### src/rtl/tmon_ctrl.sv
// Temperature monitor controller: periodic sensor sampling, running statistics
// (last/max/min/4-sample average), threshold status and a command/response port.
module tmon_ctrl (
    input  logic       clk,
    input  logic       rst_n,
    input  logic       cmd_valid,
    output logic       cmd_ready,
    input  logic [3:0] cmd_op,
    input  logic [7:0] cmd_data,
    output logic       smp_req,
    input  logic       smp_valid,
    input  logic [7:0] smp_data,
    output logic       out_valid,
    output logic [7:0] out_data,
    input  logic       out_ready,
    output logic [1:0] status
);
    typedef enum logic {S_COUNT, S_WAIT} sched_e;
    typedef enum logic {C_IDLE, C_OUT} cmd_e;

    localparam logic [7:0] FRQ_RST = 8'd10;

    sched_e     s_q, s_d;
    cmd_e       c_q, c_d;
    logic [7:0] cnt_q, cnt_d, frq_q, frq_d;
    logic [7:0] hi_q, hi_d, lo_q, lo_d;
    logic [7:0] max_q, max_d, min_q, min_d, last_q, last_d;
    logic [7:0] win_q [4];
    logic [7:0] win_d [4];
    logic       first_q, first_d;
    logic       smp_req_q, smp_req_d;
    logic       out_valid_q, out_valid_d;
    logic       cmd_ready_q, cmd_ready_d;
    logic [7:0] out_data_q, out_data_d;
    logic [1:0] status_q, status_d;

    logic       acc, restart, cap;
    logic [9:0] sum;
    logic [7:0] sel;

    always_comb begin
        acc     = cmd_valid && cmd_ready_q;
        // RESET and SET_FRQ both restart the scheduler, so a coincident sample is dropped
        restart = acc && (cmd_op[3:1] == 3'b000);
        cap     = (s_q == S_WAIT) && smp_valid && !restart;
        sum     = 10'(win_q[0]) + 10'(win_q[1]) + 10'(win_q[2]) + 10'(win_q[3]);
        case (cmd_op[1:0])
            2'b00:   sel = max_q;
            2'b01:   sel = min_q;
            2'b10:   sel = last_q;
            default: sel = sum[9:2];
        endcase

        s_d         = s_q;
        c_d         = c_q;
        cnt_d       = cnt_q;
        frq_d       = frq_q;
        hi_d        = hi_q;
        lo_d        = lo_q;
        max_d       = max_q;
        min_d       = min_q;
        last_d      = last_q;
        win_d       = win_q;
        first_d     = first_q;
        smp_req_d   = 1'b0;
        out_valid_d = out_valid_q;
        out_data_d  = out_data_q;

        if (s_q == S_COUNT) begin
            if (frq_q == 8'd0) begin
                cnt_d = 8'd0;
            end else if (cnt_q == frq_q - 8'd1) begin
                smp_req_d = 1'b1;
                s_d       = S_WAIT;
            end else begin
                cnt_d = cnt_q + 8'd1;
            end
        end else if (smp_valid) begin
            s_d   = S_COUNT;
            cnt_d = 8'd0;
        end

        if (cap) begin
            last_d = smp_data;
            max_d  = (smp_data > max_q) ? smp_data : max_q;
            min_d  = (smp_data < min_q) ? smp_data : min_q;
            if (first_q) begin
                for (int i = 0; i < 4; i++) win_d[i] = smp_data;
            end else begin
                win_d[0] = smp_data;
                for (int i = 1; i < 4; i++) win_d[i] = win_q[i-1];
            end
            first_d = 1'b0;
        end

        case (c_q)
            C_IDLE: begin
                if (acc) begin
                    case (cmd_op)
                        4'b0000: begin
                            frq_d     = FRQ_RST;
                            hi_d      = 8'hFF;
                            lo_d      = 8'h00;
                            max_d     = 8'h00;
                            min_d     = 8'hFF;
                            last_d    = 8'h00;
                            for (int i = 0; i < 4; i++) win_d[i] = 8'h00;
                            first_d   = 1'b1;
                            s_d       = S_COUNT;
                            cnt_d     = 8'd0;
                            smp_req_d = 1'b0;
                        end
                        4'b0001: begin
                            frq_d     = cmd_data;
                            s_d       = S_COUNT;
                            cnt_d     = 8'd0;
                            smp_req_d = 1'b0;
                        end
                        4'b0010: hi_d = cmd_data;
                        4'b0011: lo_d = cmd_data;
                        4'b0100, 4'b0101, 4'b0110, 4'b0111: begin
                            out_data_d  = sel;
                            out_valid_d = 1'b1;
                            c_d         = C_OUT;
                        end
                        default: ;
                    endcase
                end
            end
            C_OUT: begin
                if (out_ready) begin
                    out_valid_d = 1'b0;
                    c_d         = C_IDLE;
                end
            end
            default: ;
        endcase

        cmd_ready_d = (c_d == C_IDLE);

        if (last_q > hi_q)      status_d = 2'b10;
        else if (last_q < lo_q) status_d = 2'b01;
        else                    status_d = 2'b00;
    end

    always_ff @(posedge clk or negedge rst_n) begin
        if (!rst_n) begin
            s_q         <= S_COUNT;
            c_q         <= C_IDLE;
            cnt_q       <= 8'd0;
            frq_q       <= FRQ_RST;
            hi_q        <= 8'hFF;
            lo_q        <= 8'h00;
            max_q       <= 8'h00;
            min_q       <= 8'hFF;
            last_q      <= 8'h00;
            for (int i = 0; i < 4; i++) win_q[i] <= 8'h00;
            first_q     <= 1'b1;
            smp_req_q   <= 1'b0;
            out_valid_q <= 1'b0;
            out_data_q  <= 8'h00;
            cmd_ready_q <= 1'b0;
            status_q    <= 2'b00;
        end else begin
            s_q         <= s_d;
            c_q         <= c_d;
            cnt_q       <= cnt_d;
            frq_q       <= frq_d;
            hi_q        <= hi_d;
            lo_q        <= lo_d;
            max_q       <= max_d;
            min_q       <= min_d;
            last_q      <= last_d;
            win_q       <= win_d;
            first_q     <= first_d;
            smp_req_q   <= smp_req_d;
            out_valid_q <= out_valid_d;
            out_data_q  <= out_data_d;
            cmd_ready_q <= cmd_ready_d;
            status_q    <= status_d;
        end
    end

    assign cmd_ready = cmd_ready_q;
    assign smp_req   = smp_req_q;
    assign out_valid = out_valid_q;
    assign out_data  = out_data_q;
    assign status    = status_q;
endmodule

### config.mk
export PLATFORM = sky130hd
export DESIGN_NAME = tmon_ctrl
export DESIGN_NICKNAME = d
export VERILOG_FILES = /design/src/rtl/tmon_ctrl.sv
export SDC_FILE = /design/constraint.sdc
export NUM_CORES = 1
export LEC_CHECK = 0
export CAP_MARGIN = 20
export CORE_MARGIN = 2
export CORE_UTILIZATION = 31
export DETAILED_ROUTE_END_ITERATION = 8
export SYNTH_ARGS = -nofsm -noshare
export SYNTH_HDL_FRONTEND = slang
export SYNTH_SLANG_ARGS = --single-unit
### constraint.sdc
create_clock -name clk -period 6.3 [get_ports clk]
set_input_delay 0.63 -clock clk [delete_from_list [all_inputs] [get_ports clk]]
set_output_delay 0.63 -clock clk [all_outputs]
set_load 0.01 [all_outputs]
* Yosys cells after proc, flatten, opt, wreduce, memory -nomap -nowiden
Cells that the tools add are included.
** Storage, ports and cells
- Bits in registers :: 104
- Input bits :: 25
- Output and inout bits :: 13
- Logic and storage cells :: 117
** Cells by class
- Add/sub/neg operators :: 5
- $lt $le $gt $ge :: 4
- Eq/ne operators :: 13
- Multiplexer cells :: 55
- Bitwise logic cells :: 2
- Reductions and logical operators :: 19
** Operators by type and width (count)
- $mux W8 :: 21
- $mux W32 :: 4
- $pmux W8 S2 :: 3
- $mux W24 :: 1
- $pmux W8 S3 :: 1
- $mux W1 :: 22
- $eq A4 B3 Y1 const B :: 4
- $gt A8 B8 Y1 :: 2
- $lt A8 B8 Y1 :: 2
- $reduce_and A3 Y1 :: 5
- $add A10 B8 Y10 :: 1
- $add A9 B8 Y10 :: 1
- $add A8 B8 Y9 :: 1
- $add A8 B1 Y8 const B :: 1
- $eq A4 B2 Y1 const B :: 2
- $eq A8 B8 Y1 :: 1
- $logic_not A8 Y1 :: 1
- $sub A8 B1 Y8 const B :: 1
- $reduce_bool A2 Y1 :: 3
- $eq A4 B1 Y1 const B :: 1
- $logic_and A1 B1 Y1 :: 4
- $logic_not A4 Y1 :: 1
- $ne A2 B2 Y1 const B :: 2
- $pmux W1 S2 :: 2
- 10 further kinds :: 11

* Longest topological paths before layout
- Word-level depth :: 8
- Gate-level depth with buffers :: 12
- Depth with buffers taken out :: 12

* Least setup slack after synthesis
OpenSTA, ideal clock, no wires.
- Kind :: register to register
- Start point :: reg win_q[10] in the netlist's numbering
- End point :: reg out_data_q[6], in the netlist out_data[6]
- Library setup time :: 125 ps
- Arrival time :: 3055 ps
- Data required time :: 6175 ps
- Slack :: 3120 ps
- Cell stages (with the launch flop) :: 13
- Buffers on the path :: 0
- Period minus slack after synthesis :: 3180 ps
- Cells stage by stage :: dfrtp_1 inv_1 fa_1 fa_1 inv_1 ha_1 and4b_1 o21ai_1 a21oi_1 o41ai_2 xnor2_1 mux4_2 mux2_2
** On the way
- Word-level cells in the longest chain between the ends :: 3
** RTL lines
- start: declaration :: RTL line 28 : logic [7:0] win_q [4];
- start signal: assignment :: RTL line 174 : win_q <= win_d;
- $add A9 B8 Y10 :: RTL line 46 : sum = 10'(win_q[0]) + 10'(win_q[1]) + 10'(win_q[2]) + 10'(win_q[3]);
- $add A10 B8 Y10 :: RTL line 46
- $pmux W8 S3 :: RTL line 47 : case (cmd_op[1:0])
- end signal: assignment :: RTL line 178 : out_data_q <= out_data_d;
- end: declaration :: RTL line 34 : logic [7:0] out_data_q, out_data_d;
Every way passes these cells.
A chain may end at the register's enable or synchronous reset.

* Worst setup path after layout
- Start point :: reg win_q[17] in the netlist's numbering
- End point :: reg out_data_q[7], in the netlist out_data[7]
** On the way
- Word-level cells in the longest chain between the ends :: 4
** RTL lines (RTL line)
- $add A8 B8 Y9 :: 46
- $add A9 B8 Y10 :: 46
- $add A10 B8 Y10 :: 46
- $pmux W8 S3 :: 47
Every way passes these cells.

==> results.md <==
* Run status: finished clean
* Port buffer count at 37
* Worst setup skew after layout at 0.00892 ns
* Insertion delay to the later sink of the worst-skew pair at 0.36 ns
* Half-perimeter wire length after placement at 10600 um
* DR vias/cell at 4.87
* Count of flip-flops with a built-in enable after synthesis at 0
* Comb power frac at 56.9%
* Initial core utilization at 31.6%
* Horizontal extent of the die at 147 um
* Leading cell type in the layout, fill and taps excluded: dfrtp_1
* Distinct cell type count of the synthesized netlist at 66
* Async S/R FF share, synth at 100%
* Setup Buffers After CTS at 0
* List of cells traversed by the critical path: inv_1 -> fa_1 -> fa_1 -> nor2_1 -> fa_1 -> a21o_1 -> a21oi_1 -> o21bai_1 -> a21oi_1 -> o21bai_1 -> a211oi_1 -> o31ai_1
* Commonest non-fill, non-tap cells in the layout: 85 x dfrtp_1, 78 x inv_1, 72 x nand2_1
* Die area at 21700 um^2
* CTS max path bufs at 2
* Maximum vdd drop at 311 uV
* Compound-Gate Fraction of Synth Area at 15.9%
* Share of power burned in the clock network at 12.9%
* Fraction of layout instances using a drive strength above 1 at 9.22%
* WS Path Type: reg2reg
* CP peak stage delay at 0.52 ns
* Switch Pwr at 0.00171 W
* Share of synthesized cell area in and, or, nand and nor gates at 14.3%
* Post-cts hold buffer count at 0
* TritonCTS Buffers at 9
* Total routed wirelength at 14600 um
* Post-layout net count at 770
* DRC viols at 0
* Global route total overflow at 0
* Final TNS setup at 0 ns
* Adder-cell share of the synthesized area at 12.9%
* Fraction of power consumed by sequential logic at 30.2%
* TritonCTS clock tree: done
* Post-synthesis register bit count at 104
* Min-Delay Path Class: in2async
* Minimum clock period at 3.39 ns
* Final-report hold violation count at 0
* Cell at the root of the clock tree: clkbuf_16
* Number of nets in the synthesized netlist at 746
* Sink Count at 104
* Main combinational cell family by area after synthesis: compound AO/OA/AOI/OAI gates
* Antenna violations before repair at 0
* Maximum number of pins on one net before global-route repair at 61
* Critical path fanouts, max at 3
* Crit path arrival time at 3.63 ns
* Worst Setup End Kind: flip-flop
* Cell internal pwr at 0.00237 W
* Signed area change from the synthesized netlist to the final layout at 14.2%
* Post-synthesis average cell area at 9.57 um^2
* Detail-routed net length per standard cell at 15.2 um
* Std-Cell Rows at 52
* GRT Resource Usage Total at 14.5%
* Warnings from Yosys at 0
* Ports placed on the boundary at 38
* RD Place Congestion at 0.805
* Count of maximum capacitance violations at 0
* Final number of max-transition violations at 0
* First DRT Iteration DRCs at 228
* Filler cell count in the final layout at 2062
* Switching share of power at 41.9%
* Mapped Area at 6360 um^2
* Most instantiated flip-flop cell in the synthesis netlist: dfrtp_1
* Fraction of the core area covered by cells at the end of the flow at 36.0%
* Cts repair resizes at 0
* Ratio of total power to cell area at 563 nW/um^2
* Slowest cell on the critical path: fa_1
* Placeable Area at 20200 um^2
* Clock slew at the register clock pins of the worst setup and hold paths at 0.07 ns
* Category of the worst setup path launch point: flip-flop
* Depth of the CTS H-tree at 3
* Static leakage power at 3.20 nW
* Mux share of post-synthesis cell area at 7.14%
* RSZ-0062 raised after global routing: false
* Cell count after synthesis at 665
* Setup-violating endpoint count in the final report at 0
* Vias in the first global route at 4724
* Wire length of the first global-routing pass at 25100 um
* Upper clock frequency limit at 295 MHz
* Data required time of the critical path at 6.54 ns
* Dominant cell type by count on the critical path: fa_1
* Die Height at 147 um
* Sequential-to-total area share from yosys stat at 41.3%
* Share of the clock period used by the worst path after layout at 53.8%
* Detail Route Antenna Nets at 0
* Antenna diodes at 0
* Total number of vias at 4691
* Worst Max-Slew Pin Slew at 1.03 ns
* Xor/xnor share of the synthesized area at 2.04%
* Number of iterations in the first detailed-routing pass at 4
* Worst max-slew margin expressed relative to the limit at 31.5%
==> worst max-delay path: cells and delay by family, from the launching register on <==
family          cells  cell delay [ns]
compound gates      7             1.33
fa+ha+maj           3             1.39
buf+inv             1             0.08
flops               1             0.40
simple gates        1             0.07
==> cells in the mapped netlist (4+ instances only) <==
master,count,share of area (%)
a211oi_1,27,3.2
a21o_1,6,0.71
a21oi_1,34,2.7
a31oi_1,6,0.59
buf_2,4,0.31
clkbuf_1,23,1.4
dfrtp_1,85,33
dfstp_2,19,7.8
fa_1,16,5.0
ha_1,40,7.9
inv_1,78,4.6
mux2i_1,33,5.2
mux4_2,5,1.8
nand2_1,72,4.2
nand2b_1,6,0.59
nand3_1,14,1.1
nor2_1,54,3.2
nor2b_1,5,0.49
nor3_1,4,0.31
o211ai_1,8,0.94
o21a_1,4,0.47
o21ai_0,46,3.6
o21ai_1,4,0.31
or2_2,4,0.39
or3_1,5,0.49
xnor2_1,10,1.4
==> stage by stage <==
stage | setup WS [ns] | power, W | area (um^2) | hold WS [ns] | cells
floorplan | 3.12 | 0.00298 | 6360 | 0.334 | 665
global placement | 2.81 | 0.00357 | 7000 | 0.459 | 948
detailed placement | 2.82 | 0.00359 | 7000 | 0.470 | 948
CTS | 2.90 | 0.00414 | 7270 | 0.299 | 964
global route | 2.72 | 0.00454 | 7270 | 0.322 | 964
finish | 2.91 | 0.00409 | 7270 | 0.280 | 964
==> final cells by class <==
class                   count  area [um^2]  share of cell area, %
clock buffers              15          258                   3.55
well taps                 270          338                   4.65
multi-input cells         453         3330                   45.9
flip-flops and latches    104         2630                   36.1
inverters                  78          293                   4.03
repair buffers             43          413                   5.68
clock inverters             1         5.00                 0.0689
==> metal layers <==
metal	GRT usage (%)	vias up	part of all wire, %
met3	4.01	8	4.0
met2	21.6	71	43
met5	0	-	0
met4	2.79	0	0.80
met1	21.4	2271	52
li1	-	2341	-
==> state kept, by name, summed over array words and instances (netlist names) <==
name	count
c_q	1
cmd_ready	1
cnt_q	8
first_q	1
frq_q	8
hi_q	8
last_q	8
lo_q	8
max_q	8
min_q	8
out_data	8
out_valid	1
s_q	1
smp_req	1
status	2
win_q	32
==> path summary, 6_finish.rpt <==
path,startpoint,endpoint,slack [ns],depth (start not counted)
worst max-delay path,win_q[17],out_data[7],2.91,12
worst min-delay path,rst_n,win_q[12],0.28,1
worst min register to register,out_data[2],out_data[2],0.48,2
min in group clk,out_data[2],out_data[2],0.48,2
max in group asynchronous,rst_n,lo_q[4],4.82,2
worst max register to register,win_q[17],out_data[7],2.91,12
==> logic make-up (layout without fill, tap and decap cells) <==
group,after synthesis,after routing
adder cells (fa/ha/maj),56,56
flip-flops,104,104
AO/OA/AOI/OAI,157,157
buffers and inverters,108,137
AND/OR/NAND/NOR,187,187
multiplexers,39,39
XOR/XNOR,14,14
==> power by group through the flow <==
stage / logic (W) / registers, W / clock network, W
floorplan: 0.00184 / 0.00114 / 0
global placement: 0.00233 / 0.00124 / 0
detailed placement: 0.00234 / 0.00125 / 0
CTS: 0.00236 / 0.00124 / 0.000546
global route: 0.00269 / 0.00128 / 0.000572
finish: 0.00233 / 0.00123 / 0.000529
Note: power is estimated with default switching activity, not from simulation.
